===== src/rtl/encrypt_pkg.sv =====
// Shared definitions for the message-encryption engine.
//   state_e      : controller states
//   *_ADDR       : fixed data-memory locations of the run parameters
//   OUT_BASE     : first ciphertext byte address
//   PRE_MIN/MAX  : preamble clamp limits
//   tap_sel()    : maps the pattern selector byte to a 7-bit LFSR tap mask
package encrypt_pkg;

  typedef enum logic [1:0] {IDLE, LOAD, RUN, DONE} state_e;

  localparam int unsigned MEM_DEPTH = 256;
  localparam int unsigned MSG_LEN   = 64;

  localparam logic [7:0] PRE_ADDR  = 8'd61;
  localparam logic [7:0] PTRN_ADDR = 8'd62;
  localparam logic [7:0] SEED_ADDR = 8'd63;
  localparam logic [7:0] OUT_BASE  = 8'd64;
  localparam logic [7:0] PRE_MIN   = 8'd10;
  localparam logic [7:0] PRE_MAX   = 8'd26;

  // Entry 8 is reachable only when the low nibble is exactly 8; every other
  // selector uses its low three bits.
  function automatic logic [6:0] tap_sel(input logic [7:0] sel);
    logic [3:0] idx;
    idx = (sel[3:0] == 4'd8) ? 4'd8 : {1'b0, sel[2:0]};
    case (idx)
      4'd0:    tap_sel = 7'h60;
      4'd1:    tap_sel = 7'h48;
      4'd2:    tap_sel = 7'h78;
      4'd3:    tap_sel = 7'h72;
      4'd4:    tap_sel = 7'h6A;
      4'd5:    tap_sel = 7'h69;
      4'd6:    tap_sel = 7'h5C;
      4'd7:    tap_sel = 7'h7E;
      default: tap_sel = 7'h7B;
    endcase
  endfunction

endpackage


===== src/rtl/data_mem.sv =====
// Byte-wide data memory: combinational read, synchronous write, no reset.
//   clk_i   : write clock
//   raddr_i : read address,  rdata_o : read data (combinational)
//   we_i    : write enable,  waddr_i / wdata_i : write address / data
module data_mem #(
  parameter int unsigned Depth = 256
) (
  input  logic       clk_i,
  input  logic [7:0] raddr_i,
  output logic [7:0] rdata_o,
  input  logic       we_i,
  input  logic [7:0] waddr_i,
  input  logic [7:0] wdata_i
);

  logic [7:0] Core [Depth];

  assign rdata_o = Core[raddr_i];

  always_ff @(posedge clk_i) begin
    if (we_i) Core[waddr_i] <= wdata_i;
  end

endmodule


===== src/rtl/top_level.sv =====
// Message-encryption engine. Reads preamble length, tap selector and seed
// from memory, then writes 64 parity-tagged LFSR-encrypted bytes to
// Core[64..127] and raises Ack.
//   Clk   : rising-edge clock
//   Reset : asynchronous active-low reset
//   Start : arm with 1, launch when sampled 0 while armed
//   Ack   : registered done flag
module top_level
  import encrypt_pkg::*;
(
  input  logic Clk,
  input  logic Reset,
  input  logic Start,
  output logic Ack
);

  state_e     state_q;
  logic       armed_q;
  logic       ack_q;
  logic [5:0] cnt_q;    // LOAD step in [1:0], byte index i during RUN
  logic [7:0] pre_q;
  logic [6:0] taps_q;
  logic [6:0] lfsr_q;

  logic [7:0] raddr, rdata;
  logic       we;
  logic [7:0] waddr, wdata;
  logic       in_pre;
  logic [7:0] ptxt, c_raw;
  logic [6:0] lfsr_d, seed_d;
  logic [7:0] pre_d;

  data_mem #(
    .Depth(MEM_DEPTH)
  ) DM (
    .clk_i  (Clk),
    .raddr_i(raddr),
    .rdata_o(rdata),
    .we_i   (we),
    .waddr_i(waddr),
    .wdata_i(wdata)
  );

  always_comb begin
    in_pre = {2'b00, cnt_q} < pre_q;
    unique case (state_q)
      LOAD:    raddr = PRE_ADDR + {6'd0, cnt_q[1:0]};
      // Only meaningful when i >= pre; the result is then at most 53.
      RUN:     raddr = {2'b00, cnt_q} - pre_q;
      default: raddr = 8'd0;
    endcase

    ptxt  = in_pre ? 8'h20 : rdata;
    c_raw = ptxt ^ {1'b0, lfsr_q};
    wdata = {^c_raw[6:0], c_raw[6:0]};
    we    = (state_q == RUN);
    waddr = OUT_BASE + {2'b00, cnt_q};

    lfsr_d = {lfsr_q[5:0], ^(lfsr_q & taps_q)};
    seed_d = (rdata[6:0] == 7'd0) ? 7'h01 : rdata[6:0];
    if (rdata < PRE_MIN)      pre_d = PRE_MIN;
    else if (rdata > PRE_MAX) pre_d = PRE_MAX;
    else                      pre_d = rdata;
  end

  always_ff @(posedge Clk or negedge Reset) begin
    if (!Reset) begin
      state_q <= IDLE;
      armed_q <= 1'b0;
      ack_q   <= 1'b0;
      cnt_q   <= 6'd0;
      pre_q   <= 8'd0;
      taps_q  <= 7'd0;
      lfsr_q  <= 7'd0;
    end else begin
      unique case (state_q)
        IDLE: begin
          ack_q <= 1'b0;
          if (Start) begin
            armed_q <= 1'b1;
          end else if (armed_q) begin
            armed_q <= 1'b0;
            cnt_q   <= 6'd0;
            state_q <= LOAD;
          end
        end
        LOAD: begin
          case (cnt_q[1:0])
            2'd0:    pre_q  <= pre_d;
            2'd1:    taps_q <= tap_sel(rdata);
            default: lfsr_q <= seed_d;
          endcase
          if (cnt_q[1:0] == 2'd2) begin
            cnt_q   <= 6'd0;
            state_q <= RUN;
          end else begin
            cnt_q <= cnt_q + 6'd1;
          end
        end
        RUN: begin
          lfsr_q <= lfsr_d;
          cnt_q  <= cnt_q + 6'd1;
          if (cnt_q == 6'(MSG_LEN - 1)) begin
            ack_q   <= 1'b1;
            state_q <= DONE;
          end
        end
        DONE: begin
          if (Start) begin
            ack_q   <= 1'b0;
            armed_q <= 1'b1;
            state_q <= IDLE;
          end
        end
        default: state_q <= IDLE;
      endcase
    end
  end

  assign Ack = ack_q;

endmodule


===== config.mk =====
export PLATFORM = sky130hd
export DESIGN_NAME = top_level
export DESIGN_NICKNAME = d
export VERILOG_FILES = /design/src/rtl/encrypt_pkg.sv /design/src/rtl/data_mem.sv /design/src/rtl/top_level.sv
export SDC_FILE = /design/constraint.sdc
export NUM_CORES = 1
export LEC_CHECK = 0
export ABC_CLOCK_PERIOD_IN_PS = 2500
export CAP_MARGIN = 40
export CORE_AREA = 2 2 39 41
export CTS_BUF_LIST = sky130_fd_sc_hd__clkbuf_4 sky130_fd_sc_hd__clkbuf_8
export DETAILED_ROUTE_END_ITERATION = 6
export DIE_AREA = 0 0 41 43
export DONT_BUFFER_PORTS = 1
export PLACE_DENSITY = 0.75
export SLEW_MARGIN = 20
export SYNTH_ARGS = -nofsm -noshare
export SYNTH_HDL_FRONTEND = slang
export SYNTH_SLANG_ARGS = --single-unit

===== constraint.sdc =====
create_clock -name Clk -period 2.5 [get_ports Clk]
set_input_delay 0.25 -clock Clk [delete_from_list [all_inputs] [get_ports Clk]]
set_output_delay 0.25 -clock Clk [all_outputs]
set_load 0.02 [all_outputs]

# After elaboration in Yosys (flattened, before gate mapping)

Cells that the tools add are included.

Flip-flop bits (word level): 10
Input port bits: 3
Output and inout bits: 1
Word-level logic and storage cells: 39

$add $sub $neg: 1
Equal/unequal tests: 10
Muxes and demuxes: 16
Reduce and logical (&&, ||, !) cells: 8

Operator list:

| kind                                                                  | number |
|---|---|
| 6-bit 2-to-1 mux                                                      | 3 |
| 6-bit case mux with 3 select lines                                    | 1 |
| 2-bit 2-to-1 mux                                                      | 5 |
| 2-bit != test, second input constant                                  | 5 |
| 2-bit case mux with 4 select lines                                    | 1 |
| 6-bit by 1-bit adder with 6-bit output, second input constant         | 1 |
| 2-bit equality test, second input constant                            | 3 |
| 6-bit equality test, second input constant                            | 1 |
| 3-bit AND reduction                                                   | 2 |
| 3-bit nonzero test                                                    | 2 |
| 5-bit AND reduction                                                   | 1 |
| 1-bit 2-to-1 mux                                                      | 4 |
| 1-bit case mux with 3 select lines                                    | 1 |
| 2-bit by 1-bit equality test with 1-bit output, second input constant | 1 |
| 2-bit logical NOT                                                     | 1 |
| 1-bit case mux with 2 select lines                                    | 1 |
| 2-bit AND reduction                                                   | 1 |
| 2-bit nonzero test                                                    | 1 |

# Depth between registers and ports, before layout

Word-level depth: 3
Mapped depth: 6
Mapped depth without buffers: 6

# Worst setup path after synthesis

OpenSTA, ideal clock, no wires.

Path type: flip-flop to flip-flop
Start point: reg state_q[1]
End point: reg cnt_q[2]
Library setup time: 0.121 ns
Arrival time: 1.291 ns
Data required time: 2.379 ns
Slack: 1.088 ns
Cell stages (with the launch flop): 7
Path buffers: 0
Period minus slack after synthesis: 1.412 ns
Cell sequence: dfrtp_1 > inv_1 > ha_1 > nor2b_1 > o21ai_2 > o21ai_0 > a22o_1

Longest elaborated chain between the ends: 3
Elaborated cells on any way between the ends: 8
Those cells by class: eq/ne (4); mux (1); reduce/logical (3)

Ends and longest elaborated chain:

| what                                                                         | line             | RTL |
|---|---|---|
| start: declaration                                                           | top_level.sv:17  | `state_e state_q;` |
| start signal: assignment                                                     | top_level.sv:68  | `state_q <= IDLE;` |
| start signal: assignment                                                     | top_level.sv:84  | `state_q <= LOAD;` |
| start signal: assignment                                                     | top_level.sv:95  | `state_q <= RUN;` |
| 2-bit by 1-bit equality test with 1-bit output, or another cell as far along | top_level.sv:76  | `unique case (state_q)` |
| 3-bit nonzero test (no source line) / 2-bit != test (equally long branches)  | --               |  |
| 3-bit AND reduction (no source line)                                         | --               |  |
| end signal: assignment                                                       | top_level.sv:97  | `cnt_q <= cnt_q + 6'd1;` |
| end signal: assignment                                                       | top_level.sv:102 | `cnt_q <= cnt_q + 6'd1;` |
| end: declaration                                                             | top_level.sv:20  | `logic [5:0] cnt_q;` |

Parallel ways exist; a longest one is shown, timed or not.
A chain may end at the register's enable or synchronous reset.

# Worst setup path in the final report

Same ends and word-level chain as after synthesis.

==> results.sh <==
export IMPL_status="complete, no violations"
export IMPL_crit_path_cell_trace="inv_1 > ha_1 > nor2b_1 > o21ai_2 > o21ai_0 > a22o_1"
export IMPL_drtIter0Drc=3
export IMPL_synthSimpleGateAreaFrac_pct=16.6
export IMPL_fmax_mhz=649
export IMPL_synth_fa_ha_area_share_pct=16.8
export IMPL_fin_nets=82
export IMPL_min_from="Start"
export IMPL_finalCriticalPeriod_ns=1.54
export IMPL_grt_ovfl_total=0
export IMPL_ir_drop_uv=321
export IMPL_die_area_sq_um=1760
export IMPL_arrival_ns=1.71
export IMPL_syn_area_sq_um=671
export IMPL_synth_area_mux_share_pct=3.17
export IMPL_grtUsageMet3_pct=7.85
export IMPL_via_count=489
export IMPL_clockBufferDepth=2
export IMPL_power_density_nw_per_um2=586
export IMPL_min_path_cells=1
export IMPL_cts_setup_buffers=0
export IMPL_min_period_over_period_pct=61.6
export IMPL_postRouteAntennaNets=0
export IMPL_worstSetupPathType="register to register"
export IMPL_die_x_microns=41
export IMPL_holdBufCountCts=1
export IMPL_syn_inst=64
export IMPL_fp_row_count=14
export IMPL_yosysWarnings=0
export IMPL_reg2regPathDepth=6
export IMPL_synth_area_per_cell_sq_um=10.5
export IMPL_start_util_pct=48.5
export IMPL_synth_top_area_share_pct=37.3
export IMPL_root_buffer="clkbuf_4"
export IMPL_grt_pass1_wl_microns=1990
export IMPL_synth_top_family_by_area="compound AO/OA/AOI/OAI gates"
export IMPL_grt_pass1_vias=462
export IMPL_synth_area_leaders="dfrtp_1 37%, ha_1 17%, a22o_1 3.9%"
export IMPL_clock_latency_ns=0.28
export IMPL_cp_depth=6
export IMPL_syn_nets=76
export IMPL_viasPerCell=5.75
export IMPL_fillCellCount=125
export IMPL_holdPathEnd="armed_q"
export IMPL_gp_congestion=0.743
export IMPL_cts_sinks=10
export IMPL_grt_max_degree=11
export IMPL_insertedDiodeCount=0
export IMPL_cts_buffers=3
export IMPL_total_power_uw=432
export IMPL_drive_gt1_share_pct=17.4
export IMPL_worst_slew_pin_slew_ns=0.479
export IMPL_drv_cap=0
export IMPL_r2r_slack_ns=0.96
export IMPL_busiest_layer="met2"
export IMPL_wl_microns=1190
export IMPL_cts_tree="done"
export IMPL_synth_top_area_cell="dfrtp_1"
export IMPL_drv_slew=0
export IMPL_use_met1_pct=20.8
export IMPL_critPathCaptureType="register"
export IMPL_ys_seq_area_share_pct=37.3
export IMPL_synth_compound_area_share_pct=23.3
export IMPL_reg2reg_to="cnt_q[2]"
export IMPL_htreeDepth=1
export IMPL_regArea_sq_um=250
export IMPL_critPathSlowestCell="dfrtp_1"
export IMPL_p_leak_uw=0.000354
export IMPL_synth_seq_cells=10
export IMPL_finClkSkew_ns=0.00666
export IMPL_multi_input_comb_area_sq_um=402
export IMPL_required_ns=2.67
export IMPL_grtUsageTotal_pct=18.0
export IMPL_hp_class="input pin to register"
export IMPL_crit_family="compound AO/OA/AOI/OAI gates"
export IMPL_antenna_found_initial=0
export IMPL_max_stage_delay_ns=0.37
export IMPL_path_buf_inv=1
export IMPL_area_growth_pct=9.89
export IMPL_utilization_pct=53.3
export IMPL_critical_path_startpoint_type="register"
export IMPL_maxSlewHeadroom_pct=68.0
export IMPL_wl_per_cell_microns=14.0
export IMPL_remaining_drc_errors=0
export IMPL_rsz0062_at_grt="false"
export IMPL_clk_pin_slew_ns=0.07
export IMPL_synthXorXnorAreaFrac_pct=0
export IMPL_ys_types=27
export IMPL_port_buffers=0
export IMPL_setup_viol=0
export IMPL_finalSetupTns_ns=0
export IMPL_met2_usage_pct=24.7
export IMPL_final_hold_violation_count=0
export IMPL_timing_rr_start="state_q[1]"
export IMPL_path_max_fanout=6
export IMPL_io_pins=4
export IMPL_cts_resized=0
export IMPL_hpwlAfterDp_microns=890
export IMPL_drt_first_pass_iters=4
export IMPL_die_h_microns=43
export IMPL_coreArea_sq_um=1380
logic make-up after synthesis:
kind of cell	after synthesis
compound gates	21
fa+ha+maj	9
buf+inv	5
flops	10
mux	2
simple gates	17
cell usage in the layout, fill, tap and decap left out:
| cell type | count |
|---|---|
| nor2b_1 | 3 |
| o32a_1 | 1 |
| dfrtp_1 | 10 |
| nor4_1 | 2 |
| clkbuf_4 | 3 |
| a211oi_1 | 1 |
| nand2b_4 | 1 |
| a21oi_1 | 2 |
| nand2_1 | 4 |
| o22a_2 | 1 |
| a22o_1 | 3 |
| mux2i_1 | 1 |
| nor4b_2 | 1 |
| a21oi_2 | 1 |
| inv_1 | 5 |
| and3_1 | 2 |
| and2b_4 | 1 |
| nor2_1 | 1 |
| o21ai_2 | 1 |
| o31ai_1 | 1 |
| a2111oi_2 | 1 |
| nand3_1 | 2 |
| a22oi_1 | 1 |
| a21o_1 | 2 |
| dlygate4sd3_1 | 1 |
| o21ai_0 | 4 |
| clkbuf_8 | 1 |
| ha_1 | 9 |
| o21ai_1 | 2 |
| mux2_2 | 1 |
how the worst max path moves through the flow:
stage / start / endpoint / slack [ns]
floorplan: state_q[1] / cnt_q[2] / 1.09
global placement: state_q[0] / cnt_q[2] / 1.01
detailed placement: state_q[1] / cnt_q[2] / 0.96
CTS: state_q[1] / cnt_q[2] / 0.95
global route: state_q[1] / cnt_q[2] / 0.84
finish: state_q[1] / cnt_q[2] / 0.96
routing by layer:
layer  vias up  routed length [microns]
li1        247                        -
met1       223                      546
met2        14                      556
met3         5                       44
met4         0                       42
met5         -                        0
flip-flops by register name, summed over array words and instances (netlist names):
signal / flops
Ack: 1
armed_q: 1
cnt_q: 6
state_q: 2
synth_stat cells:
cell and n:
o22a_2 1, inv_1 5, a21oi_2 1, a211oi_1 1, a22o_1 3, o21ai_1 2
nor4b_2 1, nand2b_4 1, o21ai_0 4, o31ai_1 1, a21o_1 2, a2111oi_2 1
nand3_1 2, mux2_2 1, nor2b_1 3, nor2_1 1, mux2i_1 1, o32a_1 1
a22oi_1 1, o21ai_2 1, dfrtp_1 10, and3_1 2, ha_1 9, nor4_1 2
nand2_1 4, and2b_4 1, a21oi_1 2
worst register-to-register path: stages (launching register included):
cell	delay, ns
dfrtp_1	0.37
inv_1	0.09
ha_1	0.22
nor2b_1	0.17
o21ai_2	0.22
o21ai_0	0.13
a22o_1	0.24
area by class of cell:
class	instances	share of cell area, %
clock buffers	4	4.92
flip-flops and latches	10	34.0
inverters	5	2.55
well taps	16	2.72
multi-input cells	49	54.5
repair buffers	1	1.36
power by group:
part | leakage (uW) | switching, uW | internal, uW | total, uW
sequential | 0.000132 | 9.15 | 170 | 179
clock | 0.0000210 | 60.6 | 88.7 | 149
combinational | 0.000202 | 61.4 | 41.6 | 103
metrics by stage:
stage | setup WS (ns) | hold slack, ns | cell area (sq um) | std cells
after floorplan | 1.09 | -0.0456 | 671 | 64
after global placement | 1.01 | -0.0454 | 691 | 80
after detailed placement | 0.959 | -0.0453 | 691 | 80
after CTS | 0.954 | 0.129 | 737 | 85
after global routing | 0.836 | 0.111 | 737 | 85
final | 0.960 | 0.133 | 737 | 85
No activity file was read; power rests on OpenSTA's default activity.
==> RTL change 1: new RTL, same settings <==
Re-encode `state_e` (4 states) as one-hot, 4 bits wide.
--- a/src/rtl/encrypt_pkg.sv
+++ b/src/rtl/encrypt_pkg.sv
@@ -6,7 +6,7 @@
 //   tap_sel()    : maps the pattern selector byte to a 7-bit LFSR tap mask
 package encrypt_pkg;
 
-  typedef enum logic [1:0] {IDLE, LOAD, RUN, DONE} state_e;
+  typedef enum logic [3:0] {IDLE = 4'b0001, LOAD = 4'b0010, RUN = 4'b0100, DONE = 4'b1000} state_e;
 
   localparam int unsigned MEM_DEPTH = 256;
   localparam int unsigned MSG_LEN   = 64;
Behaviour: no difference found for any inputs over 10 cycles, from zero or initial values and one cycle with Reset low; not proved beyond that.
==> RTL change 1 against the unedited design <==
  * Core utilization rose by 5.7 points
  * Wire length up 22%
  * Synthesized area increased by 14%
  * Final area is 11% higher
  * Setup slack lost 150 ps
  * Sequential cell count up 2
  * Clock skew is 4.0 ps lower
Power is not compared: it rests on default switching activity, and its combinational part moved more than twofold at a synthesized area within 25%.
==> RTL change 1: results (changes against the unedited design) <==
outcome complete, no violations; synth cell count leaders dfrtp_1, nand2_1, inv_1; FILL cells 116 (-7.2%); reg2reg setup slack 810 ps (-150 ps); top flop regs cnt_q: 6 flops, state_q: 4 flops; All-Layer GR Usage 0.200 (+0.0202); RD Place Congestion 0.712 (-4.1%); comb_multi_in 57 (+16%); WHS Path Cells 2 (+1); first-pass GRT wire length 2.41 mm (+21%); ClkCell Share 0.0445 (-0.00476); fraction of area in multi-input gates 0.526 (-0.0189); syn nets 84 (+11%); Final Skew 2.71 ps (-3.96 ps); largest net degree at the start of global routing 16 (+5); wire per inst 15.2 um (+8.7%); top cells by area, synth dfrtp_1, ha_1, o311ai_2; Netlist cell types 34 (+26%); Max-slew headroom 0.634 (-0.0451); worst r2r src cnt_q[0]$_DFFE_PN0P_; reg-to-reg endpoint cnt_q[5]$_DFFE_PN0P_; Non-clock buffer share 0.0123 (-0.00131); via count 604 (+24%); nets 87 (+6.1%); clkbuf count 4 (unchanged); final HPWL from detailed placement 1.05 mm (+18%); sequential fraction of total cell area 0.370 (+0.0301); sequential-to-total area share from yosys stat 0.394 (+0.0213); final hold slack 190 ps (+57.0 ps); share of cells above drive strength 1 0.139 (-0.0347); crit-path max FO 7 (+1); vias in the first global route 545 (+18%); First DRT Iteration DRCs 10 (+7)
==> RTL change 1: cell types whose count changed after synthesis, sizes merged, moves of 3 or more <==
| cell | delta |
|---|---|
| o21ai | -6 |
| ha | -5 |
| a22o | -3 |
| a31oi | +3 |
| buf | +3 |
| nand2 | +3 |
| o22ai | +3 |
==> RTL change 1: cell families (layout without fill, tap and decap cells) <==
logic type | Yosys count | in the layout | synth area share
multiplexers | 1 | 1 | 0.0131
AO/OA/AOI/OAI | 25 | 25 | 0.257
adder cells (fa/ha/maj) | 4 | 4 | 0.0655
AND/OR/NAND/NOR | 27 | 27 | 0.226
buffers and inverters | 8 | 10 | 0.0442
flip-flops | 12 | 12 | 0.394
==> RTL change 1: stage by stage <==
| stage | worst slack, ps | std cells | power (mW) |
|---|---|---|---|
| 4_1_cts | 789 | 95 | 0.701 |
| 5_1_grt | 674 | 95 | 0.747 |
| 3_5_place_dp | 811 | 90 | 0.537 |
| 2_1_floorplan | 930 | 77 | 0.493 |
| 3_3_place_gp | 866 | 90 | 0.528 |
| 6_report | 811 | 95 | 0.697 |
==> RTL change 1: timing repair <==
action	CTS	global route
setup buffers	0	0
endpoints found under the hold margin	12	0
setup endpoints to repair	0	0
hold buffers	1	0
==> RTL change 1: worst max-delay path: cells and delay by family, from the launching register on <==
family | cells | cell delay, ps
buffers and inverters | 1 | 120
flip-flops | 1 | 450
AND/OR/NAND/NOR | 2 | 350
AO/OA/AOI/OAI | 2 | 440
adder cells (fa/ha/maj) | 1 | 240
==> RTL change 1: layer usage <==
layer	up-vias	global-route usage	routed length, um
met5	-	0	0
met4	0	0.100	19
met2	15	0.294	726
met3	2	0.0314	61
li1	298	-	-
met1	289	0.275	639
==> RTL change 2: new RTL, config.mk and constraints unchanged <==
Made on the original files. `MSG_LEN`: 64 -> 48.
--- a/src/rtl/encrypt_pkg.sv
+++ b/src/rtl/encrypt_pkg.sv
@@ -9,7 +9,7 @@
   typedef enum logic [1:0] {IDLE, LOAD, RUN, DONE} state_e;
 
   localparam int unsigned MEM_DEPTH = 256;
-  localparam int unsigned MSG_LEN   = 64;
+  localparam int unsigned MSG_LEN   = 48;
 
   localparam logic [7:0] PRE_ADDR  = 8'd61;
   localparam logic [7:0] PTRN_ADDR = 8'd62;
Formal check against the unedited RTL: same outputs for any inputs over 10 cycles, from zero or initial values and one cycle with Reset low; that may be too few to reach the edited logic, so the function may still have changed.
==> RTL change 2 against the unedited design <==
  * Critical path depth unchanged
  * Wire length is 5.3% higher
  * Synthesized area rose by 1.1%
  * Clock skew decreased by 3.7 ps
  * Setup slack worse by 280 ps
  * Sequential cell count is the same
  * Final area is 0.85% lower
Power is not compared: it rests on default switching activity, and its combinational part moved more than twofold at a synthesized area within 25%.
==> RTL change 2: results (changes against the unedited design) <==
outcome complete, no violations; fraction of area in multi-input gates 0.560 (+0.0149); via count 494 (+1.0%); first-pass GRT wire length 2.10 mm (+5.9%); First DRT Iteration DRCs 4 (+1); DP Worst Slack 693 ps (-266 ps); Total Power 0.795 mW; placed cell count 78 (-2.5%); top flop regs cnt_q: 6 flops, state_q: 2 flops; share of cells above drive strength 1 0.212 (+0.0382); top cells by area, synth dfrtp_1, ha_1, a221oi_4; ClkCell Share 0.0308 (-0.0184); synth cell count leaders dfrtp_1, ha_1, inv_1, o21ai_0, and2b_2; cell family with most CP delay compound AO/OA/AOI/OAI gates; nets 80 (-2.4%); Netlist cell types 30 (+11%); CP Data Arrival Time 1970 ps (+260 ps); Worst Reg-to-Reg Cells 6 (unchanged); compound-cell area share of the yosys netlist 0.238 (+0.00480); sequential fraction of total cell area 0.342 (+0.00291); crit-path max cell delay 420 ps (+50 ps); hold_buf cts 1 (unchanged); Final Skew 2.95 ps (-3.71 ps); Clock Pin Slew Worst Setup and Hold Paths 60 ps; PnR worst setup slack 681 ps (-279 ps); post-synthesis mux area share 0.0314 (-0.000351); Max-slew headroom 0.669 (-0.0103); ys async rst share 1.00 (unchanged); final HPWL from detailed placement 974 um (+9.4%); Area Overhead vs Synth 7.75%; Synth Warn # 0 (unchanged); comb_multi_in 47 (-4.1%); RD Place Congestion 0.835 (+12%); hold crit path type in -> reg; worst r2r src cnt_q[0]$_DFFE_PN0P_; later-pin clock latency in the skew report 260 ps (-20 ps); vias in the first global route 521 (+13%); placed cell areas 698 um^2 (+1.1%); post-synthesis adder-cell area fraction 0.166 (-0.00186); All-Layer GR Usage 0.184 (+0.00386); sequential-to-total area share from yosys stat 0.369 (-0.00413); FILL cells 126 (+0.80%); final wirelength 1.25 mm (+5.3%); final std cells w/o fill 82 (-3.5%); syn nets 74 (-2.6%); Mean Syn Cell Area 10.9 um^2 (+4.4%); final hold slack 159 ps (+26.1 ps); Clock Path Buffers 2 (unchanged)
[RTL change 2: per-layer routing]
layer,vias to the layer above,share of wire,track usage
li1,240,-,-
met1,246,0.43,0.191
met2,6,0.54,0.294
met3,2,0.022,0.0471
met4,0,0.015,0.140
met5,-,0,0
[RTL change 2: cells by family (layout without fill, tap and decap cells)]
group / Yosys count / in the layout
AOI/OAI and AO/OA: 20 / 20
and+or+nand+nor: 16 / 16
DFF: 10 / 10
adders and majority gates: 9 / 9
buffers and inverters: 5 / 9
muxes: 2 / 2
[RTL change 2: how the worst min path moves through the flow]
stage / endpoint / depth (start not counted) / start
after floorplan: Ack$_DFFE_PN0P_ / 0 / Reset
after global placement: armed_q$_DFFE_PN0P_ / 0 / Reset
after detailed placement: Ack$_DFFE_PN0P_ / 0 / Reset
after CTS: armed_q$_DFFE_PN0P_ / 1 / Start
after global routing: armed_q$_DFFE_PN0P_ / 1 / Start
final: armed_q$_DFFE_PN0P_ / 1 / Start
